### src/rtl/md_stall_ctrl.sv
// Stall/sequencing controller: freezes PC/FD/DX around multdiv ops and inserts load-use bubbles.
// Optional watchdog on the multdiv wait, enabled by defining MD_TIMEOUT_EN.
module md_stall_ctrl #(
    parameter int MD_TIMEOUT = 40,
    parameter int CNT_W      = 6
) (
    input  logic        clock,
    input  logic        reset,
    input  logic [31:0] fd_ir,
    input  logic [31:0] dx_ir,
    input  logic        md_resultRDY,
    input  logic        md_exception,
    input  logic [31:0] md_result,
    output logic        ctrl_mult,
    output logic        ctrl_div,
    output logic        pc_en,
    output logic        fd_en,
    output logic        dx_en,
    output logic        dx_bubble,
    output logic        xm_bubble,
    output logic        md_done,
    output logic        md_busy,
    output logic [31:0] md_ir_q,
    output logic [31:0] md_result_q,
    output logic        md_exc_q
);

    if (MD_TIMEOUT < 1 || MD_TIMEOUT >= (1 << CNT_W)) begin : g_cfg_err
        $error("md_stall_ctrl: MD_TIMEOUT must be in [1, 2**CNT_W)");
    end

    typedef enum logic [1:0] {IDLE, WAIT, DONE} state_t;

    state_t           state, state_nxt;
    logic [CNT_W-1:0] cnt;

    logic [4:0] dx_op, fd_op, lw_dst, fd_a, fd_b;
    logic       dx_mul, dx_div, dx_lw, fd_a_vld, fd_b_vld, load_use, issue, wait_exit;
    logic       unused_fd_bits;

    assign unused_fd_bits = ^fd_ir[11:0];

    assign dx_op  = dx_ir[31:27];
    assign fd_op  = fd_ir[31:27];
    assign lw_dst = dx_ir[26:22];
    assign dx_mul = (dx_op == 5'b00000) && (dx_ir[6:2] == 5'b00110);
    assign dx_div = (dx_op == 5'b00000) && (dx_ir[6:2] == 5'b00111);
    assign dx_lw  = (dx_op == 5'b01000);

    // sw data operand is left out: the WM bypass already covers it
    always_comb begin
        fd_a     = fd_ir[21:17];
        fd_b     = fd_ir[16:12];
        fd_a_vld = 1'b0;
        fd_b_vld = 1'b0;
        case (fd_op)
            5'b00100: begin fd_a = fd_ir[26:22]; fd_a_vld = 1'b1; end
            5'b00000: begin fd_a_vld = 1'b1; fd_b_vld = 1'b1; end
            5'b00101, 5'b01000, 5'b00111: fd_a_vld = 1'b1;
            5'b00010, 5'b00110: begin fd_a_vld = 1'b1; fd_b = fd_ir[26:22]; fd_b_vld = 1'b1; end
            default: ;
        endcase
    end

    assign load_use = dx_lw && (lw_dst != 5'd0) &&
                      ((fd_a_vld && fd_a == lw_dst) || (fd_b_vld && fd_b == lw_dst));

    assign issue = (state == IDLE) && !reset && (dx_mul || dx_div);

`ifdef MD_TIMEOUT_EN
    logic timeout;
    assign timeout   = !md_resultRDY && (cnt == CNT_W'(MD_TIMEOUT - 1));
    assign wait_exit = md_resultRDY || timeout;
`else
    assign wait_exit = md_resultRDY;
`endif

    always_comb begin
        state_nxt = state;
        ctrl_mult = 1'b0;
        ctrl_div  = 1'b0;
        pc_en     = 1'b1;
        fd_en     = 1'b1;
        dx_en     = 1'b1;
        dx_bubble = 1'b0;
        xm_bubble = 1'b0;
        md_done   = 1'b0;
        case (state)
            IDLE: begin
                if (issue) begin
                    ctrl_mult = dx_mul;
                    ctrl_div  = dx_div;
                    pc_en     = 1'b0;
                    fd_en     = 1'b0;
                    dx_en     = 1'b0;
                    xm_bubble = 1'b1;
                    state_nxt = WAIT;
                end else if (load_use) begin
                    pc_en     = 1'b0;
                    fd_en     = 1'b0;
                    dx_bubble = 1'b1;
                end
            end
            WAIT: begin
                pc_en     = 1'b0;
                fd_en     = 1'b0;
                dx_en     = 1'b0;
                xm_bubble = 1'b1;
                if (wait_exit) state_nxt = DONE;
            end
            DONE: begin
                md_done   = 1'b1;
                state_nxt = IDLE;
            end
            default: state_nxt = IDLE;
        endcase
    end

    assign md_busy = (state != IDLE);

    always_ff @(posedge clock or posedge reset) begin
        if (reset) state <= IDLE;
        else       state <= state_nxt;
    end

    always_ff @(posedge clock or posedge reset) begin
        if (reset) begin
            cnt         <= '0;
            md_ir_q     <= '0;
            md_result_q <= '0;
            md_exc_q    <= 1'b0;
        end else if (issue) begin
            md_ir_q <= dx_ir;
            cnt     <= '0;
        end else if (state == WAIT) begin
            if (md_resultRDY) begin
                md_result_q <= md_result;
                md_exc_q    <= md_exception;
            end
`ifdef MD_TIMEOUT_EN
            else if (timeout) begin
                md_result_q <= '0;
                md_exc_q    <= 1'b1;
            end
`endif
            if (!(&cnt)) cnt <= cnt + 1'b1;
        end
    end

endmodule

### config.mk
export PLATFORM = sky130hd
export DESIGN_NAME = md_stall_ctrl
export DESIGN_NICKNAME = d
export VERILOG_FILES = /design/src/rtl/md_stall_ctrl.sv
export SDC_FILE = /design/constraint.sdc
export NUM_CORES = 1
export LEC_CHECK = 0
export ABC_AREA = 1
export BUFFER_PORTS_ARGS = -buffer_cell sky130_fd_sc_hd__buf_2
export CAP_MARGIN = 20
export CORE_ASPECT_RATIO = 1.4
export CORE_MARGIN = 3
export CORE_UTILIZATION = 40
export DETAILED_ROUTE_END_ITERATION = 12
export PLACE_DENSITY_LB_ADDON = 0.1
export REMOVE_ABC_BUFFERS = 1
export SYNTH_ARGS = -nofsm -noshare
export SYNTH_HDL_FRONTEND = slang
export SYNTH_SLANG_ARGS = --single-unit
### constraint.sdc
create_clock -name clock -period 2.6 [get_ports clock]
set_input_delay 0.78 -clock clock [delete_from_list [all_inputs] [get_ports clock]]
set_output_delay 0.78 -clock clock [all_outputs]
set_load 0.01 [all_outputs]
# Yosys cells after proc, flatten, opt, wreduce, memory -nomap -nowiden
# Cells that the tools add are included.
word_totals:
  register_bits: 67
  input_bits: 100
  output_inout_bits: 74
  wordCells: 63
op_classes:
  n_eq_ne: 15
  n_mux: 22
  bitwise_logic: 1
  reduce_logical: 21
op_table:
  columns: ["op", "count"]
  rows:
  - ["5-bit by 3-bit equality test with 1-bit output (second input constant)", 6]
  - ["1-bit two-way mux", 14]
  - ["5-bit by 4-bit equality test with 1-bit output (second input constant)", 2]
  - ["5-bit equality test", 2]
  - ["5-bit zero test", 2]
  - ["5-bit two-way mux", 2]
  - ["1-bit logical AND", 8]
  - ["7-bit OR reduction", 1]
  - ["1-bit case mux with 2 select lines", 3]
  - ["5-bit by 2-bit equality test with 1-bit output (second input constant)", 1]
  - ["5-bit nonzero test", 1]
  - ["2-bit two-way mux", 2]
  - ["2-bit inequality test (second input constant)", 2]
  - ["2-bit case mux with 2 select lines", 1]
  - ["3-bit AND reduction", 1]
  - ["3-bit OR reduction", 1]
  - ["2-bit by 1-bit equality test with 1-bit output (second input constant)", 1]
  - ["2-bit equality test (second input constant)", 1]
  - ["2-bit zero test", 1]
  - ["1-bit logical OR", 2]
  - ["2-bit AND reduction", 1]
  - ["2-bit nonzero test", 1]
  - ["2-bit OR reduction", 1]
  - ["1-bit zero test", 1]
  - ["1-bit NOT", 1]

# Longest topological paths before layout
# Gate-level depths: netlist (run 1).
logic_depth:
  word_depth: 10
  ltp_mapped: 12

# Worst setup path after synthesis (run 1)
# Ideal clock, no wire load.
synth_timing:
  path_type: "input port to output port"
  start: "input fd_ir[28]"
  end: "output pc_en"
  t_arrival_ns: 1.977
  required_time_ns: 1.820
  path_slack_ns: -0.157
  path_stages: 11
  path_buffers: 2
  path_cell_list: "buf_4 -> nor2_8 -> nand3_4 -> nand2_1 -> nand2_1 -> nor2_1 -> nor2_1 -> nand3_1 -> nand2_1 -> a21oi_1 -> buf_4"
synth_between:
  elab_chain_len: 10
synth_rtl:
  columns: ["item", "line", "rtl"]
  rows:
  - ["start: declaration", "9", "input logic [31:0] fd_ir,"]
  - ["5-bit by 2-bit equality test with 1-bit output / 5-bit by 3-bit equality test with 1-bit output (equally long branches)", "56", "case (fd_op)"]
  - ["2-bit OR reduction", null, null]
  - ["5-bit two-way mux", "56", null]
  - ["5-bit equality test", "66", "((fd_a_vld && fd_a == lw_dst) || (fd_b_vld && fd_b == lw_dst));"]
  - ["1-bit logical AND", "66", null]
  - ["1-bit logical OR (*)", "66", null]
  - ["1-bit logical AND (*)", "65", "assign load_use = dx_lw && (lw_dst != 5'd0) &&"]
  - ["1-bit two-way mux (*) (2 in a row)", null, null]
  - ["1-bit case mux with 2 select lines (*)", null, null]
  - ["end: declaration", "16", "output logic pc_en,"]
# Mark *: on every way between the ends. The rest lies on a longest branch, timed or not.

# Worst setup path in the final report (run 1)
layout_timing:
  start: "input fd_ir[31]"
  end: "output dx_bubble"
layout_between:
  elab_chain_len: 10
layout_rtl:
  columns: ["item", "line", "rtl"]
  rows:
  - ["5-bit by 2-bit equality test with 1-bit output / 5-bit by 3-bit equality test with 1-bit output (equally long branches)", "56", null]
  - ["2-bit OR reduction", null, null]
  - ["5-bit two-way mux", "56", null]
  - ["5-bit equality test", "66", null]
  - ["1-bit logical AND", "66", null]
  - ["1-bit logical OR (*)", "66", null]
  - ["1-bit logical AND (*)", "65", null]
  - ["1-bit two-way mux (*)", "98", "end else if (load_use) begin"]
  - ["1-bit two-way mux (*)", "90", "if (issue) begin"]
  - ["1-bit two-way mux (*)", "88", "case (state)"]
  - ["end: declaration", "19", "output logic dx_bubble,"]
# Marks and branches as above.

==> results of run 1 <==
[where the power goes]
group | total, mW | internal [mW] | leakage (nW) | switching [mW]
Sequential | 1.15 | 1.11 | 0.859 | 0.0347
Combinational | 0.350 | 0.156 | 1.71 | 0.194
Clock | 0.841 | 0.460 | 0.106 | 0.380
Total | 2.34 | 1.73 | 2.67 | 0.609
[through the flow]
step           TNS [ns]  setup slack [ns]  std cells
5_1_grt          -1.123           -0.3944        663
3_5_place_dp    -0.6318           -0.2480        645
6_report        -0.6572           -0.2667        663
3_3_place_gp    -0.6240           -0.2402        645
2_1_floorplan    -1.615           -0.4996        380
4_1_cts         -0.4687           -0.2121        661
[sequential cells by signal, indices dropped and copies added, names as in the netlist]
register,count
md_ir_q,32
md_result_q,32
md_exc_q,1
state,2
[worst max-delay path: cells and delay by family]
family | cells | cell delay [ns]
buffers and inverters | 2 | 0.25
AND/OR/NAND/NOR | 11 | 1.06
[cells by family (layout without fill, tap and decap cells)]
kind of cell           after synthesis  count (layout)  share of synthesized area
AOI/OAI and AO/OA                   13              13                    0.02272
and+or+nand+nor                    261             261                     0.3647
buffers and inverters               52             225                    0.06896
DFF                                 67              67                     0.5436
[worst paths after layout]
check | to | from | cells past startpoint
max | dx_bubble | fd_ir[31] | 13
min | md_result_q[3]$_DFFE_PP0P_ | md_result_q[3]$_DFFE_PP0P_ | 2
max reg2reg | md_ir_q[8]$_DFFE_PP0P_ | state[1]$_DFFE_PP0P_ | 8
min reg2reg | md_result_q[3]$_DFFE_PP0P_ | md_result_q[3]$_DFFE_PP0P_ | 2
max in group asynchronous | md_result_q[3]$_DFFE_PP0P_ | reset | 3
min in group asynchronous | md_ir_q[26]$_DFFE_PP0P_ | reset | 3
[layer usage]
layer | vias up | part of all wire | routed length (um) | global-route usage
met5 | - | 0 | 0 | 0
met4 | 0 | 0.028 | 233 | 0.08816
met3 | 19 | 0.089 | 741 | 0.07459
met2 | 108 | 0.51 | 4230 | 0.3122
met1 | 1332 | 0.37 | 3077 | 0.2141
li1 | 1539 | - | - | -
[area by class of cell]
type,instances,area [um^2],area share
flip-flops and latches,67,1677,0.3883
well taps,97,121.4,0.02811
multi-input cells,274,1255,0.2906
repair buffers,170,925.9,0.2144
clock buffers,10,137.6,0.03187
inverters,39,146.4,0.03390
clock inverters,6,55.05,0.01275
[what timing repair did]
item | 4_1_cts | 5_1_grt
buffers inserted | 0 | 2
pin swaps | 4 | 15
endpoints found under the setup margin | 3 | 7
gates resized for setup | 12 | 14
[placed cells by master, fill, tap and decap left out, drive strengths merged, types with 2 or more instances in the layout]
cell | synthesis | routed
nor4 | 3 | 3
o21ai | 7 | 7
buf | 8 | 170
nand4 | 12 | 12
a21oi | 4 | 4
inv | 39 | 39
nor2 | 27 | 27
or2 | 2 | 2
clkbuf | 5 | 10
nand3 | 18 | 18
nand2 | 199 | 199
clkinv | 0 | 5
dfrtp | 67 | 67
==> key figures, run 1 <==
Global route
  – Number of global-route vias before repair: 2801
  – Pin count of the biggest net entering global routing: 41
  – GRT Resource Usage Total: 0.1894
  – Initial antenna violation count: 0
  – Remaining Overflow, GRT: 0
  – First-pass GRT wire length: 12750 um

Clocking
  – CTS Buf Count: 9
  – Clk buf depth: 2
  – CTS Root Cell: clkbuf_8
  – TritonCTS clock tree: done
  – Sink Count: 67
  – Hold buffers post-CTS: 0
  – Clock slew at reported path FFs: 0.06 ns
  – H-tree Lvls: 3
  – Worst skew pair latency: 0.33 ns

Critical path
  – Setup crit start kind: input pin
  – Worst path slowest cell: nor2_8
  – Crit-path cells: buf_8 > nor2_8 > nand3_4 > nand2_2 > nand2_1 > nand2_1 > nand2_1 > nor2_2 > nand3_2 > nand2_2 > nand2_2 > nor2_2 > buf_2
  – Kind of critical path: in -> out
  – Critical Path RT: 1.82 ns
  – CP max stage delay: 0.17 ns
  – Arrival time worst endpoint: 2.09 ns
  – CP endpoint kind: output port
  – CP max FO: 8
  – Reg-to-reg setup timing slack: 0.88 ns

Synthesis
  – Netlist Area Pre-Place: 3084 um^2
  – Post-synthesis async set-or-reset flop share: 1.000
  – Sequential fraction of the synthesis area: 0.5436
  – Post-synth cell types: 22
  – Leading area contributor after synthesis: dfrtp_1
  – Top FF cell, synth: dfrtp_1
  – Yosys top cell area share: 0.5436
  – Avg Cell Area, Syn: 7.848 um^2
  – Post-synth EDFFs: 0
  – Commonest cells post-synth: nand2_1 (196), dfrtp_1 (67), inv_1 (34)
  – #FFs+latches synth: 67
  – Top cells by area, synth: dfrtp_1 (54%), nand2_1 (24%), inv_1 (4.1%), nand3_1 (2.6%), nor2_1 (2.6%)
  – Synthesized instance count: 393
  – Yosys warns: 0
  – Top-count cell post-synth: nand2_1

Power and ir drop
  – Pleak: 2.670 nW
  – P per Cell Area: 541.2 nW/um^2
  – Peak VDD IR: 436.8 uV
  – Pwr Total: 2.337 mW

Drt
  – Detailed-route via count: 2998
  – Antenna viol nets, final: 0
  – Initial DRT Pass Iterations: 4
  – Total Wirelength: 8282 um
  – DRC viols: 0
  – Vias per inst: 4.522
  – Routed length per instance: 12.49 um
  – Initial DRC count: 136

Run status
  – Failing checks: setup timing
  – Outcome: finished, violations left

STA
  – Final Hold Vio Count: 0
  – Slew at the pin with the worst max-slew slack: 0.5245 ns
  – RSZ-0062 raised after global routing: true
  – Fin. max-slew vios: 0
  – Final-report setup violation count: 3
  – Worst Slack Setup Final: -0.2667 ns
  – Clock skew: 0.005790 ns
  – Fmax: 348.8 MHz
  – Period utilization: 1.103
  – Hold WS: 0.4653 ns
  – Fin crit period: 2.867 ns
  – Slew margin rel.: 0.6498

Finish
  – # diodes: 0
  – Area Growth Syn to Fin: 40.00%
  – Design area: 4318 um^2
  – Share of layout cells above drive strength 1: 0.3852
  – Post-layout nets: 661
  – Fin util: 0.5829
  – Filler cell count: 749

Floorplan
  – Rows: 37
  – Die Width: 80.21 um
  – Ports: 174
  – Starting Density: 0.4164
  – Core area: 7407 um^2
  – Die Y: 109.9 um
  – Die ar.: 8815 um^2

Job
  – Max-cap violations: 0

Placement
  – Cell Area, Placed: 4016 um^2
  – Port Buf Inserts: 161
  – DP HPWL: 6164 um
  – GPL Wtd Cong: 0.8311

Min path
  – Hold Crit Class: reg -> reg
No activity file was read; power rests on OpenSTA's default activity.
==> inputs of run 2 (changes only) <==
CORE_UTILIZATION = 48   (was 40)
clock period = 3.45 ns   (was 2.6 ns; I/O delays follow)
==> run 2 against run 1 <==
The flow now finishes without violations. Hold slack improved by 0.0012 ns. Die area fell by 16%. Clock skew rose by 0.0024 ns. Largest cell class unchanged. Sequential share of layout area rose by 0.15 points. Cell count fell by 4.2%. Total power fell by 15%. Highest routed layer unchanged.
==> key figures, run 2 (synthesis results as in run 1) <==
Power and ir drop
  – P per Cell Area: 460.9 nW/um^2
  – Pwr Total: 1.983 mW
  – Pleak: 2.685 nW
  – Peak VDD IR: 339.2 uV

Finish
  – Leading registers by flop count: md_ir_q x32, md_result_q x32, state x2
  – Post-layout nets: 660
  – Most frequent cells in the layout: nand2_1 (194), buf_2 (157), dfrtp_1 (67)
  – # diodes: 0
  – Share of layout cells above drive strength 1: 0.3646
  – Multi-input gate area: 1206 um^2
  – Filler cell count: 527
  – Commonest non-fill, non-tap cell in the layout: nand2_1
  – Register area: 1677 um^2
  – Area Growth Syn to Fin: 39.47%
  – Fin util: 0.7136

Critical path
  – Crit-path cells: buf_2 > nor2_8 > buf_12 > nand3_4 > nand2_1 > nand2_1 > nand2_1 > nand2_1 > nor2_1 > nand3_1 > nand2_1 > nand2_1 > nor2_2 > buf_2
  – Buf/Inv on CP: 3
  – Crit-path leading delay family: simple AND/OR/NAND/NOR gates
  – CP max stage delay: 0.14 ns
  – CP max FO: 7
  – CP startpoint: fd_ir[31]
  – Critical Path RT: 2.41 ns
  – Kind of critical path: in -> out
  – R2R Path Start: state[1]$_DFFE_PP0P_
  – Setup crit start kind: input pin
  – CP endpoint kind: output port
  – Arrival time worst endpoint: 2.36 ns
  – Worst path slowest cell: buf_2
  – Most frequent CP cell: nand2_1

Clocking
  – Clock slew at reported path FFs: 0.07 ns
  – Clk buf depth: 2
  – Worst skew pair latency: 0.34 ns
  – CTS Buf Count: 9
  – Sink Count: 67
  – H-tree Lvls: 3
  – Hold buffers post-CTS: 0
  – TritonCTS clock tree: done
  – CTS Root Cell: clkbuf_8

STA
  – Period utilization: 0.9842
  – Final-report setup violation count: 0
  – Clock skew: 0.008195 ns
  – Sum Neg Setup Slack: 0 ns
  – Slew margin rel.: 0.6550
  – Fin. max-slew vios: 0
  – Final Hold Vio Count: 0
  – RSZ-0062 raised after global routing: true
  – Fin crit period: 3.395 ns
  – Slew at the pin with the worst max-slew slack: 0.5168 ns
  – Worst Slack Setup Final: 0.05455 ns
  – Fmax: 294.5 MHz

Floorplan
  – Rows: 33
  – Starting Density: 0.5116
  – Die Y: 100.8 um
  – Die Width: 73.75 um
  – Die ar.: 7437 um^2
  – Ports: 174
  – Core area: 6028 um^2

Placement
  – DP HPWL: 6191 um
  – Worst slack, placed: 0.07768 ns
  – Port Buf Inserts: 161
  – GPL Wtd Cong: 0.9035

Global route
  – Number of global-route vias before repair: 2782
  – GRT Resource Usage Total: 0.2241
  – Remaining Overflow, GRT: 0
  – Initial antenna violation count: 0
  – Pin count of the biggest net entering global routing: 46
  – First-pass GRT wire length: 12810 um

Drt
  – Routed length per instance: 13.08 um
  – Detailed-route via count: 2974
  – Antenna viol nets, final: 0
  – Vias per inst: 4.683
  – DRC viols: 0
  – Initial DRT Pass Iterations: 4
  – Total Wirelength: 8306 um
  – Initial DRC count: 211

Run status
  – Outcome: finished, final reports clean

Job
  – Max-cap violations: 0

Min path
  – Hold Crit Class: reg -> reg
  – Hold path start: md_result_q[16]$_DFFE_PP0P_
## run 2: cell types whose count changed in the layout (fill, tap and decap cells not counted), sizes merged
cell      previous run  this run
buf                170       169
bufinv               1         4
clkinv               5         0
clkinvlp             0         1
inv                 39        40
## run 2: layer usage
| metal | wire [um] | vias to the layer above | track usage |
|---|---|---|---|
| met5 | 0 | - | 0 |
| met4 | 148 | 0 | 0.1018 |
| met3 | 785 | 12 | 0.06287 |
| met2 | 4183 | 138 | 0.3648 |
| met1 | 3189 | 1289 | 0.2723 |
| li1 | - | 1535 | - |
## run 2: final timing paths
kind                                                    end  slack [ns]  cells after the start
worst min-delay path            md_result_q[16]$_DFFE_PP0P_        0.47                      2
max in group asynchronous           md_ir_q[13]$_DFFE_PP0P_        2.08                      3
min in group asynchronous            md_ir_q[3]$_DFFE_PP0P_        0.76                      2
worst max-delay path                              dx_bubble        0.05                     14
worst min register to register  md_result_q[16]$_DFFE_PP0P_        0.47                      2
worst max register to register      md_ir_q[12]$_DFFE_PP0P_        1.68                      8
## run 2: final cells by class
type | count | share of cell area
Inverter | 39 | 0.03403
Multi-Input combinational cell | 274 | 0.2804
Sequential cell | 67 | 0.3898
Timing Repair Buffer | 169 | 0.2141
Clock inverter | 6 | 0.03170
Clock buffer | 10 | 0.02967
Tap cell | 70 | 0.02036
## run 2: stage by stage
step | area [um^2] | instances | hold WS [ns]
after floorplan | 3018 | 380 | 0.5086
after global placement | 3960 | 615 | 0.4484
after detailed placement | 3960 | 615 | 0.4508
after CTS | 4224 | 631 | 0.4698
after global routing | 4302 | 635 | 0.4811
final | 4302 | 635 | 0.4665
## run 2: where the power goes
| part | internal, mW | total (mW) | switching (mW) |
|---|---|---|---|
| Combinational | 0.117 | 0.264 | 0.146 |
| Sequential | 0.837 | 0.864 | 0.0271 |
| Clock | 0.556 | 0.855 | 0.299 |
| Total | 1.51 | 1.98 | 0.472 |
## run 2: what timing repair did
item	4_1_cts	5_1_grt
setup endpoints to repair	0	3
buffers inserted	0	4
gates resized for setup	0	15
## run 2: worst reg2reg max path: cells and delay by family, from the launching register on
family	cells	cell delay [ns]
AND/OR/NAND/NOR	5	0.72
buffers and inverters	3	0.58
flip-flops	1	0.40
==> inputs of run 3 (changes only) <==
==> constraint.sdc (replaced) <==
create_clock -name clock -period 3.45 [get_ports clock]
set_input_delay 0.5175 -clock clock [delete_from_list [all_inputs] [get_ports clock]]
set_output_delay 0.5175 -clock clock [all_outputs]
set_load 0.01 [all_outputs]
==> run 3 against run 2 <==
Sequential power about the same. Hold slack worse by 0.27 ns. Cell count down 0.47%. Total power down 13%. Critical path type is now reg -> out. Global-route usage up 0.087 points. Non-clock buffer count down 3. First-iteration DRC count down 38%. Clock-buffer cell count up 1. Clock power down 29%.
==> key figures, run 3 (synthesis results as in run 1) <==
Run status
  – Outcome: finished, final reports clean

STA
  – Period utilization: 0.6993
  – Final-report setup violation count: 0
  – Final Hold Vio Count: 0
  – Slew at the pin with the worst max-slew slack: 0.5203 ns
  – Slew margin rel.: 0.6526
  – Fin crit period: 2.413 ns
  – Clock skew: 0.01011 ns
  – RSZ-0062 raised after global routing: false
  – Sum Neg Setup Slack: 0 ns
  – Fmax: 414.5 MHz
  – Worst Slack Setup Final: 1.037 ns
  – Fin. max-slew vios: 0

Finish
  – Post-layout nets: 657
  – Filler cell count: 562
  – Share of layout cells above drive strength 1: 0.3559
  – # diodes: 0
  – Commonest non-fill, non-tap cell in the layout: nand2_1
  – Leading registers by flop count: md_ir_q x32, md_result_q x32, state x2
  – Area Growth Syn to Fin: 34.24%
  – Most frequent cells in the layout: nand2_1 (196), buf_2 (161), dfrtp_1 (67)

Clocking
  – CTS Root Cell: clkbuf_8
  – CTS Buf Count: 9
  – Worst skew pair latency: 0.33 ns
  – Post-cts gate resize count: 0
  – Sink Count: 67
  – Hold buffers post-CTS: 0
  – Clock slew at reported path FFs: 0.08 ns
  – H-tree Lvls: 3
  – Clk buf depth: 2
  – TritonCTS clock tree: done
  – # Post-CTS Setup Buffers: 0

Global route
  – First-pass GRT wire length: 12940 um
  – Pin count of the biggest net entering global routing: 36
  – GRT Resource Usage Total: 0.2250
  – Remaining Overflow, GRT: 0
  – Initial antenna violation count: 0
  – Number of global-route vias before repair: 2801

Placement
  – Worst slack, placed: 1.092 ns
  – Port Buf Inserts: 161
  – GPL Wtd Cong: 0.8850
  – DP HPWL: 6144 um

Critical path
  – Kind of critical path: reg -> out
  – Setup crit start kind: flip-flop
  – Critical Path RT: 2.93 ns
  – Arrival time worst endpoint: 1.90 ns
  – CP max FO: 28
  – CP endpoint kind: output port

Floorplan
  – Core area: 6028 um^2
  – Ports: 174
  – Die Width: 73.75 um
  – Die ar.: 7437 um^2
  – Rows: 33
  – Starting Density: 0.5116
  – Die Y: 100.8 um

Power and ir drop
  – Pwr Total: 1.725 mW
  – P per Cell Area: 416.7 nW/um^2
  – Peak VDD IR: 288.4 uV
  – Pleak: 2.621 nW

Drt
  – Initial DRC count: 131
  – DRC viols: 0
  – Initial DRT Pass Iterations: 4
  – Routed length per instance: 12.74 um
  – Antenna viol nets, final: 0
  – Total Wirelength: 8049 um
  – Vias per inst: 4.742
  – Detailed-route via count: 2997

Job
  – Max-cap violations: 0

Min path
  – Hold Crit Class: in -> async
-- run 3: stage by stage --
step / hold slack, ns / util / area, um^2 / instances
2_1_floorplan: 0.5086 / - / 3018 / 380
3_3_place_gp: 0.4480 / 0.6561 / 3955 / 616
3_5_place_dp: 0.4528 / 0.6561 / 3955 / 616
4_1_cts: 0.1918 / 0.6868 / 4140 / 632
5_1_grt: 0.2021 / 0.6868 / 4140 / 632
6_report: 0.1967 / 0.6868 / 4140 / 632
-- run 3: per-layer routing --
layer | wire (um) | vias up | track usage
li1 | - | 1535 | -
met1 | 3183 | 1324 | 0.2791
met2 | 3984 | 127 | 0.3695
met3 | 742 | 11 | 0.06088
met4 | 138 | 0 | 0.08647
met5 | 0 | - | 0
-- run 3: layout make-up --
class,count,area [um^2],area share
Multi-Input combinational cell,274,1201,0.2901
Timing Repair Buffer,166,843.3,0.2037
Clock buffer,11,131.4,0.03173
Clock inverter,5,53.80,0.01299
Inverter,39,146.4,0.03536
Tap cell,70,87.58,0.02115
Sequential cell,67,1677,0.4050
-- run 3: final timing paths --
path                                                   from                           to  slack (ns)  cells after the start
worst min-delay path                                  reset      md_ir_q[30]$_DFFE_PP0P_        0.20                      2
max in group asynchronous                             reset         md_exc_q$_DFFE_PP0P_        2.51                      3
worst max register to register         state[1]$_DFFE_PP0P_       md_ir_q[7]$_DFFE_PP0P_        1.70                      8
worst min register to register  md_result_q[29]$_DFFE_PP0P_  md_result_q[29]$_DFFE_PP0P_        0.47                      2
min in group clock                                dx_ir[10]      md_ir_q[10]$_DFFE_PP0P_        0.38                      3
worst max-delay path                   state[1]$_DFFE_PP0P_                    dx_bubble        1.04                      8
-- run 3: worst max-delay path, stage by stage, from the launching register on --
cell and delay, ns:
dfrtp_1 0.40, nor2_2 0.16, inv_2 0.07, nor4_1 0.21, nand2_1 0.17, buf_4 0.26, nand2_1 0.12, nor2_2 0.04
buf_2 0.13
-- run 3: where the power goes --
part | switching, mW | leakage [nW] | internal (mW)
Sequential | 0.0258 | 0.859 | 0.837
Combinational | 0.144 | 1.67 | 0.108
Clock | 0.278 | 0.0971 | 0.332
